$ cat src/rtl/qbus_pkg.sv
// rtl/qbus_pkg.sv - shared types and constants for the MPI bus master
package qbus_pkg;

    typedef enum logic [2:0] {
        ST_IDLE,
        ST_ADDR,
        ST_ASYNC,
        ST_DATA,
        ST_TERM,
        ST_DONE,
        ST_ABORT
    } qbus_st_t;

    // Released levels of the active-low bus lines
    localparam logic        STROBE_OFF  = 1'b1;
    localparam logic [15:0] AD_RELEASED = 16'hFFFF;

    typedef struct packed {
        logic [15:0] addr;
        logic [15:0] wdata;
        logic        we;
        logic        bsel;
    } qbus_req_t;

endpackage

$ cat src/rtl/qbus_rr_arb.sv
// rtl/qbus_rr_arb.sv - two-way round-robin grant with priority pointer
//
// Ports:
//   clk, rst_n   clock, asynchronous active-low reset
//   req[1:0]     request levels
//   grant_en     master is able to accept a grant this cycle (pointer moves only then)
//   grant_valid  some request is present
//   grant_idx    index of the winning requester
module qbus_rr_arb (
    input  logic       clk,
    input  logic       rst_n,
    input  logic [1:0] req,
    input  logic       grant_en,
    output logic       grant_valid,
    output logic       grant_idx
);

    // ptr holds the index that wins a tie, i.e. the one not served last
    logic ptr;

    always_comb begin
        grant_valid = |req;
        grant_idx   = 1'b0;
        if (req == 2'b11) begin
            grant_idx = ptr;
        end else if (req[1]) begin
            grant_idx = 1'b1;
        end
    end

    always_ff @(posedge clk or negedge rst_n) begin
        if (!rst_n) begin
            ptr <= 1'b0;
        end else if (grant_en && grant_valid) begin
            ptr <= ~grant_idx;
        end
    end

endmodule

$ cat src/rtl/qbus_master_arb.sv
// rtl/qbus_master_arb.sv - two-requester MPI bus master with round-robin arbitration and reply timeout
//
// Ports:
//   clk, rst_n                     clock, asynchronous active-low reset
//   req, we, bsel                  per-requester request level, 1=write, 1=byte access
//   addr0/addr1, wdata0/wdata1     per-requester byte address and lane-placed write data
//   ack, err, rdata                completion pulse, timeout flag, read data (held until next ack)
//   ad_n_o, ad_n_oe, ad_n_i        inverted address/data bus drive, enable and sample
//   sync_n, din_n, dout_n, wtbt_n  active-low bus strobes
//   rply_n                         active-low slave reply, asynchronous
module qbus_master_arb
    import qbus_pkg::*;
#(
    parameter int SETUP   = 1,
    parameter int TIMEOUT = 64
) (
    input  logic        clk,
    input  logic        rst_n,
    input  logic [1:0]  req,
    input  logic [1:0]  we,
    input  logic [1:0]  bsel,
    input  logic [15:0] addr0,
    input  logic [15:0] addr1,
    input  logic [15:0] wdata0,
    input  logic [15:0] wdata1,
    output logic [1:0]  ack,
    output logic        err,
    output logic [15:0] rdata,
    output logic [15:0] ad_n_o,
    output logic        ad_n_oe,
    input  logic [15:0] ad_n_i,
    output logic        sync_n,
    output logic        din_n,
    output logic        dout_n,
    output logic        wtbt_n,
    input  logic        rply_n
);

    qbus_st_t  state, state_nxt;
    qbus_req_t req_q;
    logic      grant_q;
    logic [3:0] setup_cnt;
    logic [7:0] to_cnt;
    logic      rply_m, rply_s;
    logic      arb_en, arb_valid, arb_idx;
    logic      timed_out;

    qbus_rr_arb u_arb (
        .clk         (clk),
        .rst_n       (rst_n),
        .req         (req),
        .grant_en    (arb_en),
        .grant_valid (arb_valid),
        .grant_idx   (arb_idx)
    );

    assign timed_out = (to_cnt == 8'(TIMEOUT - 1));

    always_ff @(posedge clk or negedge rst_n) begin
        if (!rst_n) begin
            state     <= ST_IDLE;
            req_q     <= '0;
            grant_q   <= 1'b0;
            setup_cnt <= '0;
            to_cnt    <= '0;
            rply_m    <= 1'b1;
            rply_s    <= 1'b1;
            rdata     <= '0;
        end else begin
            state  <= state_nxt;
            rply_m <= rply_n;
            rply_s <= rply_m;

            if (state == ST_IDLE && arb_valid) begin
                grant_q <= arb_idx;
                req_q   <= arb_idx ? {addr1, wdata1, we[1], bsel[1]}
                                   : {addr0, wdata0, we[0], bsel[0]};
            end

            if (state == ST_ADDR) begin
                setup_cnt <= setup_cnt + 4'd1;
            end else begin
                setup_cnt <= '0;
            end

            // Restarts whenever a wait state is entered, so DATA and TERM each get a full budget
            if ((state == ST_DATA || state == ST_TERM) && state_nxt == state) begin
                to_cnt <= to_cnt + 8'd1;
            end else begin
                to_cnt <= '0;
            end

            if (state == ST_DATA && !req_q.we && !rply_s) begin
                rdata <= ~ad_n_i;
            end
        end
    end

    always_comb begin
        state_nxt = state;
        arb_en    = 1'b0;
        sync_n    = STROBE_OFF;
        din_n     = STROBE_OFF;
        dout_n    = STROBE_OFF;
        wtbt_n    = STROBE_OFF;
        ad_n_oe   = 1'b0;
        ad_n_o    = AD_RELEASED;
        ack       = 2'b00;
        err       = 1'b0;

        case (state)
            ST_IDLE: begin
                arb_en = 1'b1;
                if (arb_valid) state_nxt = ST_ADDR;
            end
            ST_ADDR: begin
                ad_n_oe = 1'b1;
                ad_n_o  = ~req_q.addr;
                wtbt_n  = ~req_q.we;
                if (setup_cnt == 4'(SETUP - 1)) state_nxt = ST_ASYNC;
            end
            ST_ASYNC: begin
                // Address held for one more cycle after sync_n falls
                ad_n_oe   = 1'b1;
                ad_n_o    = ~req_q.addr;
                wtbt_n    = ~req_q.we;
                sync_n    = 1'b0;
                state_nxt = ST_DATA;
            end
            ST_DATA: begin
                sync_n = 1'b0;
                if (req_q.we) begin
                    ad_n_oe = 1'b1;
                    ad_n_o  = ~req_q.wdata;
                    wtbt_n  = ~req_q.bsel;
                    dout_n  = 1'b0;
                end else begin
                    din_n = 1'b0;
                end
                if (!rply_s) begin
                    state_nxt = ST_TERM;
                end else if (timed_out) begin
                    state_nxt = ST_ABORT;
                end
            end
            ST_TERM: begin
                sync_n = 1'b0;
                if (req_q.we) begin
                    ad_n_oe = 1'b1;
                    ad_n_o  = ~req_q.wdata;
                    wtbt_n  = ~req_q.bsel;
                end
                if (rply_s) begin
                    state_nxt = ST_DONE;
                end else if (timed_out) begin
                    state_nxt = ST_ABORT;
                end
            end
            ST_DONE: begin
                ack[grant_q] = 1'b1;
                state_nxt    = ST_IDLE;
            end
            ST_ABORT: begin
                ack[grant_q] = 1'b1;
                err          = 1'b1;
                state_nxt    = ST_IDLE;
            end
            default: state_nxt = ST_IDLE;
        endcase
    end

endmodule
$ cat config.mk
export PLATFORM = sky130hd
export DESIGN_NAME = qbus_master_arb
export DESIGN_NICKNAME = d
export VERILOG_FILES = /design/src/rtl/qbus_pkg.sv /design/src/rtl/qbus_rr_arb.sv /design/src/rtl/qbus_master_arb.sv
export SDC_FILE = /design/constraint.sdc
export NUM_CORES = 1
export LEC_CHECK = 0
export BUFFER_PORTS_ARGS = -buffer_cell sky130_fd_sc_hd__buf_2
export CORE_MARGIN = 8
export CORE_UTILIZATION = 40
export CTS_CLUSTER_SIZE = 14
export DETAILED_ROUTE_END_ITERATION = 8
export PLACE_DENSITY = 0.74
export SLEW_MARGIN = 15
export SYNTH_ARGS = -nofsm -noshare
export SYNTH_HDL_FRONTEND = slang
export SYNTH_SLANG_ARGS = --single-unit
$ cat constraint.sdc
create_clock -name clk -period 2.6 [get_ports clk]
set_clock_uncertainty 0.05 [all_clocks]
set_input_delay 0.39 -clock clk [delete_from_list [all_inputs] [get_ports clk]]
set_output_delay 0.39 -clock clk [all_outputs]
set_load 0.05 [all_outputs]
==> metrics, run 1 <==
outcome=complete, no violations; Worst-Margin Slew=632 ps; largest net degree at the start of global routing=46; synthesized cell area=3720 sq um; switching share of power=49.7%; fin area=4670 sq um; Crit Path Class=flop to output port; Synth top area share=45.0%; clk sink count=69; CP max FO=13; H-tree depth=3; Synth cell types=38; WP buf/inv=3; Routed Antenna Nets=0; clk buf depth=2; most used cell, CP=buf_4; final setup fails=0; synthesized net count=452; Synth area leader=dfrtp_1; CTS resizes=0; clock power share=14.9%; sequential power share=26.9%; synth warn=0; Ant. Diodes=0; largest cells by area after synthesis=dfrtp_1 (45%), a22o_1 (8.0%), a21o_1 (7.5%); Post-synth ARST share=100%; hpwl dp=7630 microns; #FFs+latches synth=69; RSZ-0062 raised after global routing=false; final wirelength=10100 microns; internal power=0.00359 W; Die X=112 microns; Final nets=575; synthesized area per cell=10.3 sq um; Fin. Hold Viols=0; worst hold path class=input pin to asynchronous set/reset pin; highest clock rate=404 MHz; CTS tree=built; Combinational Power Share=58.2%; CP Data Required Time=2160 ps; DRC errors left=0; num ports=129; antenna violations before repair=0; Skew-Pair Late Insertion Delay=340 ps; area grow syn2layout=25.4%; drt first pass iters=4; delay-heaviest family, CP=buffers and inverters; Tot GR Track Use=16.3%; post-route setup TNS=0 ps; setup bufs post-CTS=0; EDFF count, synth=0; Tmin final=2470 ps; first-pass GRT wire length=16600 microns; clk slew on worst S/H paths=70 ps; DP Area=4420 sq um; Slew Viols, Final=0; die area=12600 sq um; Crit path largest cell delay=390 ps; core area=9150 sq um; vias in the first global route=3476; Slew HR=57.9%; Initial Utilization=40.7%; Placer Congestion=0.789; Seq/Total Area, Yosys=46.5%; DR WL/cell=16.9 microns; Vias/cell=5.41; PD cells=1530 nW/um^2; WP data arrival=2030 ps; Site Rows=35; total via count in the routed design=3243; initial drt markers=176; critical path's slowest cell=dfrtp_1; synthesized instance count=360; NetSw=0.00354 W; crit path cell chain=buf_4 -> nor3b_2 -> and2_1 -> buf_4 -> a21oi_1 -> buf_2; proportion of layout cells with a drive suffix above 1=40.4%; Top FF cell, synth=dfrtp_1; critical path depth=6; GRT Residual Overflow=0; die height=112 microns; CTS root buf=clkbuf_8; IR drop worst, VDD=832 uV; total CTS buffers=9; Worst setup SP type=flop; Worst Setup End Kind=output port; reg2reg path depth=6; # hold bufs at CTS=0; final cycle utilization of the critical path=95.2%; MaxCap Viol Count=0; port bufs=128; Leak=2.37 nW
stage by stage:
step	cells	hold slack [ps]	util, %	setup slack, ps	power (W)
2_1_floorplan	360	44.4	-	59.7	0.00519
3_3_place_gp	583	299	48.3	454	0.00601
3_5_place_dp	583	299	48.3	393	0.00609
4_1_cts	599	25.3	51.0	88.3	0.00718
5_1_grt	599	51.7	51.0	30.9	0.00757
6_report	599	13.0	51.0	125	0.00713
path summary, 6_finish.rpt:
kind / start / to / slack [ps]
worst min-delay path: rst_n / rdata[14] / 10
worst max-delay path: state[2] / ad_n_o[7] / 130
max in group asynchronous: rst_n / rply_s / 1770
min in group clk: rply_n / rply_m / 100
worst min register to register: rply_m / rply_s / 310
worst max register to register: state[1] / rdata[13] / 530
cell type report:
type / count / area (sq um)
Clock buffer: 12 / 145
Clock inverter: 4 / 95.1
Fill cell: 828 / 4490
Inverter: 4 / 15.0
Multi-Input combinational cell: 256 / 1760
Sequential cell: 69 / 1730
Tap cell: 111 / 139
Timing Repair Buffer: 143 / 778
power groups by stage:
stage	logic (W)	clock network, W	registers [W]
after floorplan	0.00295	0	0.00223
after global placement	0.00410	0	0.00191
after detailed placement	0.00417	0	0.00193
after CTS	0.00419	0.00109	0.00191
after global routing	0.00447	0.00113	0.00197
final	0.00415	0.00106	0.00191
layout by cell type (no fill, tap or decap), drive strengths merged, types with 2 or more instances in the layout:
| cell type | instances |
|---|---|
| a21o | 37 |
| a21oi | 36 |
| a22o | 34 |
| a311oi | 16 |
| and2 | 3 |
| and3 | 5 |
| buf | 143 |
| bufinv | 3 |
| clkbuf | 12 |
| dfrtp | 67 |
| dfstp | 2 |
| ha | 3 |
| inv | 4 |
| nand2 | 38 |
| nand2b | 21 |
| nand3 | 7 |
| nor2 | 13 |
| nor2b | 2 |
| nor3b | 2 |
| o21ai | 20 |
| xnor2 | 2 |
| xor2 | 7 |
logic make-up after synthesis:
group | after synthesis | synth area share, %
compound gates | 147 | 29.7
xor+xnor | 9 | 2.12
fa+ha+maj | 3 | 1.01
buf+inv | 35 | 6.42
flops | 69 | 46.5
simple gates | 97 | 14.3
sequential cells by signal, summed over array words and instances (netlist names), 3 cells and up:
signal	cells
setup_cnt	4
to_cnt	8
state	3
rdata	16
req_q	34
cells in the mapped netlist (all sizes together), types with 2 or more instances:
master / instances
a21o: 37
a21oi: 36
a22o: 34
a311oi: 16
and2: 3
and3: 5
buf: 26
clkbuf: 5
dfrtp: 67
dfstp: 2
ha: 3
inv: 4
nand2: 38
nand2b: 21
nand3: 7
nor2: 13
nor2b: 2
nor3b: 2
o21ai: 20
xnor2: 2
xor2: 7
layer usage:
metal / up-vias / global-route usage, % / wire [microns]
met5: - / 0 / 0
met2: 117 / 28.1 / 4940
met4: 0 / 6.03 / 166
li1: 1547 / - / -
met1: 1564 / 18.5 / 4270
met3: 15 / 4.99 / 734
Note: power is estimated with default switching activity, not from simulation.
==> run 2: changes to the inputs <==
--- a/config.mk
+++ b/config.mk
@@ -11,6 +11,7 @@
 export CTS_CLUSTER_SIZE = 14
 export DETAILED_ROUTE_END_ITERATION = 8
 export PLACE_DENSITY = 0.74
+export REMOVE_ABC_BUFFERS = 1
 export SLEW_MARGIN = 15
 export SYNTH_ARGS = -nofsm -noshare
 export SYNTH_HDL_FRONTEND = slang
==> constraint.sdc (replaced) <==
create_clock -name clk -period 2.5 [get_ports clk]
set_clock_uncertainty 0.05 [all_clocks]
set_input_delay 0.375 -clock clk [delete_from_list [all_inputs] [get_ports clk]]
set_output_delay 0.375 -clock clk [all_outputs]
set_load 0.05 [all_outputs]
==> metrics, run 2 (synthesis results as in run 1) <==
outcome=complete, no violations; wl on met1=4290 microns; WP buf/inv=2; Ant. Diodes=0; vias in the first global route=3386; core area=9150 sq um; antenna violations before repair=0; post-route setup TNS=0 ps; Inst Count DP=580; Final nets=572; Critical R2R Capture=rdata[14]; PD cells=1550 nW/um^2; Crit Path Class=flop to output port; Slew HR=52.4%; most common cell after layout, fill and taps aside=buf_2; largest registers=req_q (34), rdata (16), to_cnt (8); Tot GR Track Use=15.6%; most frequent cells in the layout=buf_2 (128), dfrtp_1 (67), a21o_1 (37), a21oi_1 (35), a22o_1 (34); total via count in the routed design=3237; total CTS buffers=9; dpl ws=379 ps; num ports=129; die height=112 microns; WP data arrival=1930 ps; Max Used Layer=met4; DRC errors left=0; Die X=112 microns; Placer Congestion=0.779; clk buf depth=2; CP Data Required Time=2080 ps; final wirelength=10100 microns; MaxCap Viol Count=0; hpwl dp=7410 microns; Design Power=0.00708 W; delay-heaviest family, CP=buffers and inverters; reg2reg path depth=6; Initial Utilization=40.7%; setup bufs post-CTS=0; clk slew on worst S/H paths=80 ps; Fin. Hold Viols=0; largest net degree at the start of global routing=45; CTS tree=built; port bufs=128; Worst-Margin Slew=714 ps; max reg flops=34; initial drt markers=154; final cycle utilization of the critical path=94.0%; Tmin final=2350 ps; drt first pass iters=5; Met3 Wirelength=466 microns; Skew-Pair Late Insertion Delay=340 ps; final setup fails=0; clk sink count=69; proportion of layout cells with a drive suffix above 1=40.2%; GRT Residual Overflow=0; die area=12600 sq um; worst hold path class=input pin to asynchronous set/reset pin; Routed Antenna Nets=0; Site Rows=35; IR drop worst, VDD=900 uV; R2R setup slack=360 ps; fin area=4580 sq um; worst setup path startpoint=state[0]; routed length on met2=5090 microns; DP Area=4380 sq um; first-pass GRT wire length=16100 microns; origin of the critical flop-to-flop path=state[1]; critical path's slowest cell=dfrtp_1; slack of the critical path=150 ps; Top reg by flops=req_q; H-tree depth=3; area grow syn2layout=22.9%; Leak=2.32 nW; Post-Layout Cell Count=596; CTS root buf=clkbuf_8; DR WL/cell=16.9 microns; Worst Setup End Kind=output port; Crit path largest cell delay=440 ps; highest clock rate=426 MHz; Worst setup SP type=flop; RSZ-0062 raised after global routing=false; crit path cell chain=nor3b_4 -> and2_1 -> buf_4 -> o21bai_1 -> buf_2; Slew Viols, Final=0; CP max FO=17; Vias/cell=5.43
==> run 2: cell types whose count changed in the layout (fill, tap and decap cells not counted), moves of 2 or more <==
cell,change
clkinvlp_4,+4
buf_4,-2
clkbuf_1,-2
bufinv_16,-3
==> run 2: layout make-up <==
| type | instances | area, sq um |
|---|---|---|
| Clock inverter | 5 | 35.0 |
| Inverter | 4 | 15.0 |
| Timing Repair Buffer | 140 | 743 |
| Sequential cell | 69 | 1730 |
| Clock buffer | 11 | 151 |
| Tap cell | 111 | 139 |
| Multi-Input combinational cell | 256 | 1760 |
| Fill cell | 873 | 4580 |
==> run 2: worst max path at each step <==
stage | to | slack [ps] | cells after the start
global placement | rdata[13] | 450 | 6
floorplan | ad_n_o[0] | -280 | 3
CTS | ad_n_o[12] | 1 | 5
finish | ad_n_oe | 150 | 5
detailed placement | ad_n_o[12] | 380 | 5
global route | ad_n_o[2] | 30 | 5
==> run 2: repair_timing <==
action | in CTS | in global routing
setup endpoints to repair | 0 | 16
hold buffers | 0 | 0
gates resized for setup | 0 | 2
==> run 2: per-layer routing <==
layer,global-route usage (%),up-vias
met5,0,-
met4,7.46,0
met3,3.06,18
met2,26.9,97
met1,18.1,1579
li1,-,1543
==> run 2: stage by stage <==
step | hold WS [ps] | utilization [%]
after floorplan | 29.4 | -
after global placement | 305 | 47.9
after detailed placement | 304 | 47.9
after CTS | 26.3 | 49.9
after global routing | 51.3 | 50.0
final | 33.3 | 50.0
==> run 2: power breakdown <==
group | internal [W] | switching, W | total, W
combinational | 0.00142 | 0.00286 | 0.00427
clock | 0.000412 | 0.000436 | 0.000848
sequential | 0.00158 | 0.000379 | 0.00196
==> run 3: changes to the inputs <==
==> constraint.sdc (replaced) <==
create_clock -name clk -period 2.2 [get_ports clk]
set_clock_uncertainty 0.05 [all_clocks]
set_input_delay 0.33 -clock clk [delete_from_list [all_inputs] [get_ports clk]]
set_output_delay 0.33 -clock clk [all_outputs]
set_load 0.05 [all_outputs]
==> metrics, run 3 (synthesis results as in run 1) <==
most frequent cells in the layout=buf_2 (120), dfrtp_1 (65), a21o_1 (37), a21oi_1 (35), a22o_1 (34); DR WL/cell=16.8 microns; final setup fails=0; CTS root buf=clkbuf_8; GRT Residual Overflow=0; Worst Hold Depth=1; Reg area=1730 sq um; hold endpoint=rply_m; Slew Viols, Final=0; Crit Path Class=flop to output port; crit path cell chain=and2_1 -> buf_6 -> nand2_1 -> a311oi_2 -> a21oi_1 -> clkbuf_4; largest registers=req_q (34), rdata (16), to_cnt (8); highest clock rate=471 MHz; Design Power=0.00831 W; initial drt markers=137; proportion of layout cells with a drive suffix above 1=42.7%; Die X=112 microns; Critical R2R Capture=rdata[13]; WP buf/inv=2; multi-input logic area=1820 sq um; die height=112 microns; Worst-Margin Slew=725 ps; delay-heaviest family, CP=flip-flops; H-tree depth=3; clk slew on worst S/H paths=60 ps; critical path's slowest cell=dfrtp_1; num ports=129; Worst Setup End Kind=output port; Worst setup SP type=flop; origin of the critical flop-to-flop path=state[0]; vias in the first global route=3367; Routed Antenna Nets=0; WHS=36.4 ps; hold wc startpoint=rply_n; final cycle utilization of the critical path=96.4%; largest net degree at the start of global routing=70; Site Rows=35; drt first pass iters=4; core area=9150 sq um; Ant. Diodes=0; antenna violations before repair=0; total via count in the routed design=3271; PD cells=1760 nW/um^2; Leak=2.38 nW; WP data arrival=1740 ps; R2R setup slack=260 ps; worst hold path class=input pin to flop; slack of the critical path=78.5 ps; Final nets=580; hpwl dp=7380 microns; DP Area=4430 sq um; first-pass GRT wire length=16400 microns; area grow syn2layout=26.7%; reg2reg path depth=6; clk sink count=69; IR drop worst, VDD=919 uV; Vias/cell=5.42; CP Data Required Time=1820 ps; die area=12600 sq um; Slew HR=51.6%; clk buf depth=2; dpl ws=260 ps; final wirelength=10100 microns; Tot GR Track Use=15.9%; MaxCap Viol Count=0; total CTS buffers=9; CTS tree=built; Crit path largest cell delay=420 ps; CP max FO=15; Skew-Pair Late Insertion Delay=340 ps; port bufs=128; Layout fillers=826; DRC errors left=0; Fin. Hold Viols=0; max reg flops=34; Initial Utilization=40.7%; Placer Congestion=0.810; outcome=complete, no violations; fin area=4710 sq um; RSZ-0062 raised after global routing=true; Tmin final=2120 ps; most common cell after layout, fill and taps aside=buf_2; Top reg by flops=req_q
==> run 3: cell count changes in the layout (fill, tap and decap cells not counted), moves of 2 or more <==
| cell | delta |
|---|---|
| a311oi_2 | +9 |
| buf_2 | -8 |
| buf_6 | +2 |
| clkbuf_4 | +4 |
| clkbuf_1 | +3 |
| dfrtp_2 | +2 |
| a311oi_1 | -9 |
| clkinvlp_4 | -4 |
| buf_4 | +7 |
| dfrtp_1 | -2 |
==> run 3: layout make-up <==
type	count	area share [%]
well taps	111	2.95
multi-input cells	256	38.5
inverters	4	0.318
repair buffers	148	18.1
flip-flops and latches	69	36.7
clock inverters	2	0.212
clock buffers	13	3.16
==> run 3: metrics by stage <==
step	util (%)	setup TNS, ps	instances
after floorplan	-	-19050	329
after global placement	48.4	0	585
after detailed placement	48.4	0	585
after CTS	50.5	0	603
after global routing	51.5	-20.1	603
final	51.5	0	603
==> run 3: how the worst max path moves through the flow <==
stage / start / endpoint / slack (ps) / cells after the start
after floorplan: state[1] / ad_n_o[0] / -540 / 3
final: state[0] / ad_n_o[8] / 80 / 6
after CTS: state[2] / ad_n_o[11] / 3 / 5
after detailed placement: state[0] / rdata[13] / 260 / 6
after global routing: state[0] / ad_n_o[3] / -8 / 6
after global placement: state[0] / rdata[13] / 310 / 6
==> run 3: per-layer routing <==
| metal | part of all wire [%] | GRT usage, % | vias up |
|---|---|---|---|
| met3 | 4.3 | 3.76 | 19 |
| met4 | 2.4 | 7.64 | 0 |
| li1 | - | - | 1558 |
| met1 | 42 | 19.1 | 1601 |
| met2 | 51 | 26.3 | 93 |
| met5 | 0 | 0 | - |
==> run 3: what timing repair did <==
action / CTS / global route
hold buffers: 1 / 0
hold endpoints to repair: 67 / 0
setup buffers: 2 / 0
gates resized for setup: 4 / 22
gates cloned: 0 / 0
endpoints found under the setup margin: 15 / 18
==> run 3: where the power goes <==
group | switching [W] | internal [W]
clock | 0.000435 | 0.000431
sequential | 0.000426 | 0.00181
combinational | 0.00336 | 0.00185
==> run 3: worst register-to-register path: stages, from the launching register on <==
cell	delay, ps
dfrtp_1	420
buf_4	230
nand2_1	90
or4_2	540
buf_4	290
nand2_1	150
o21ai_2	60
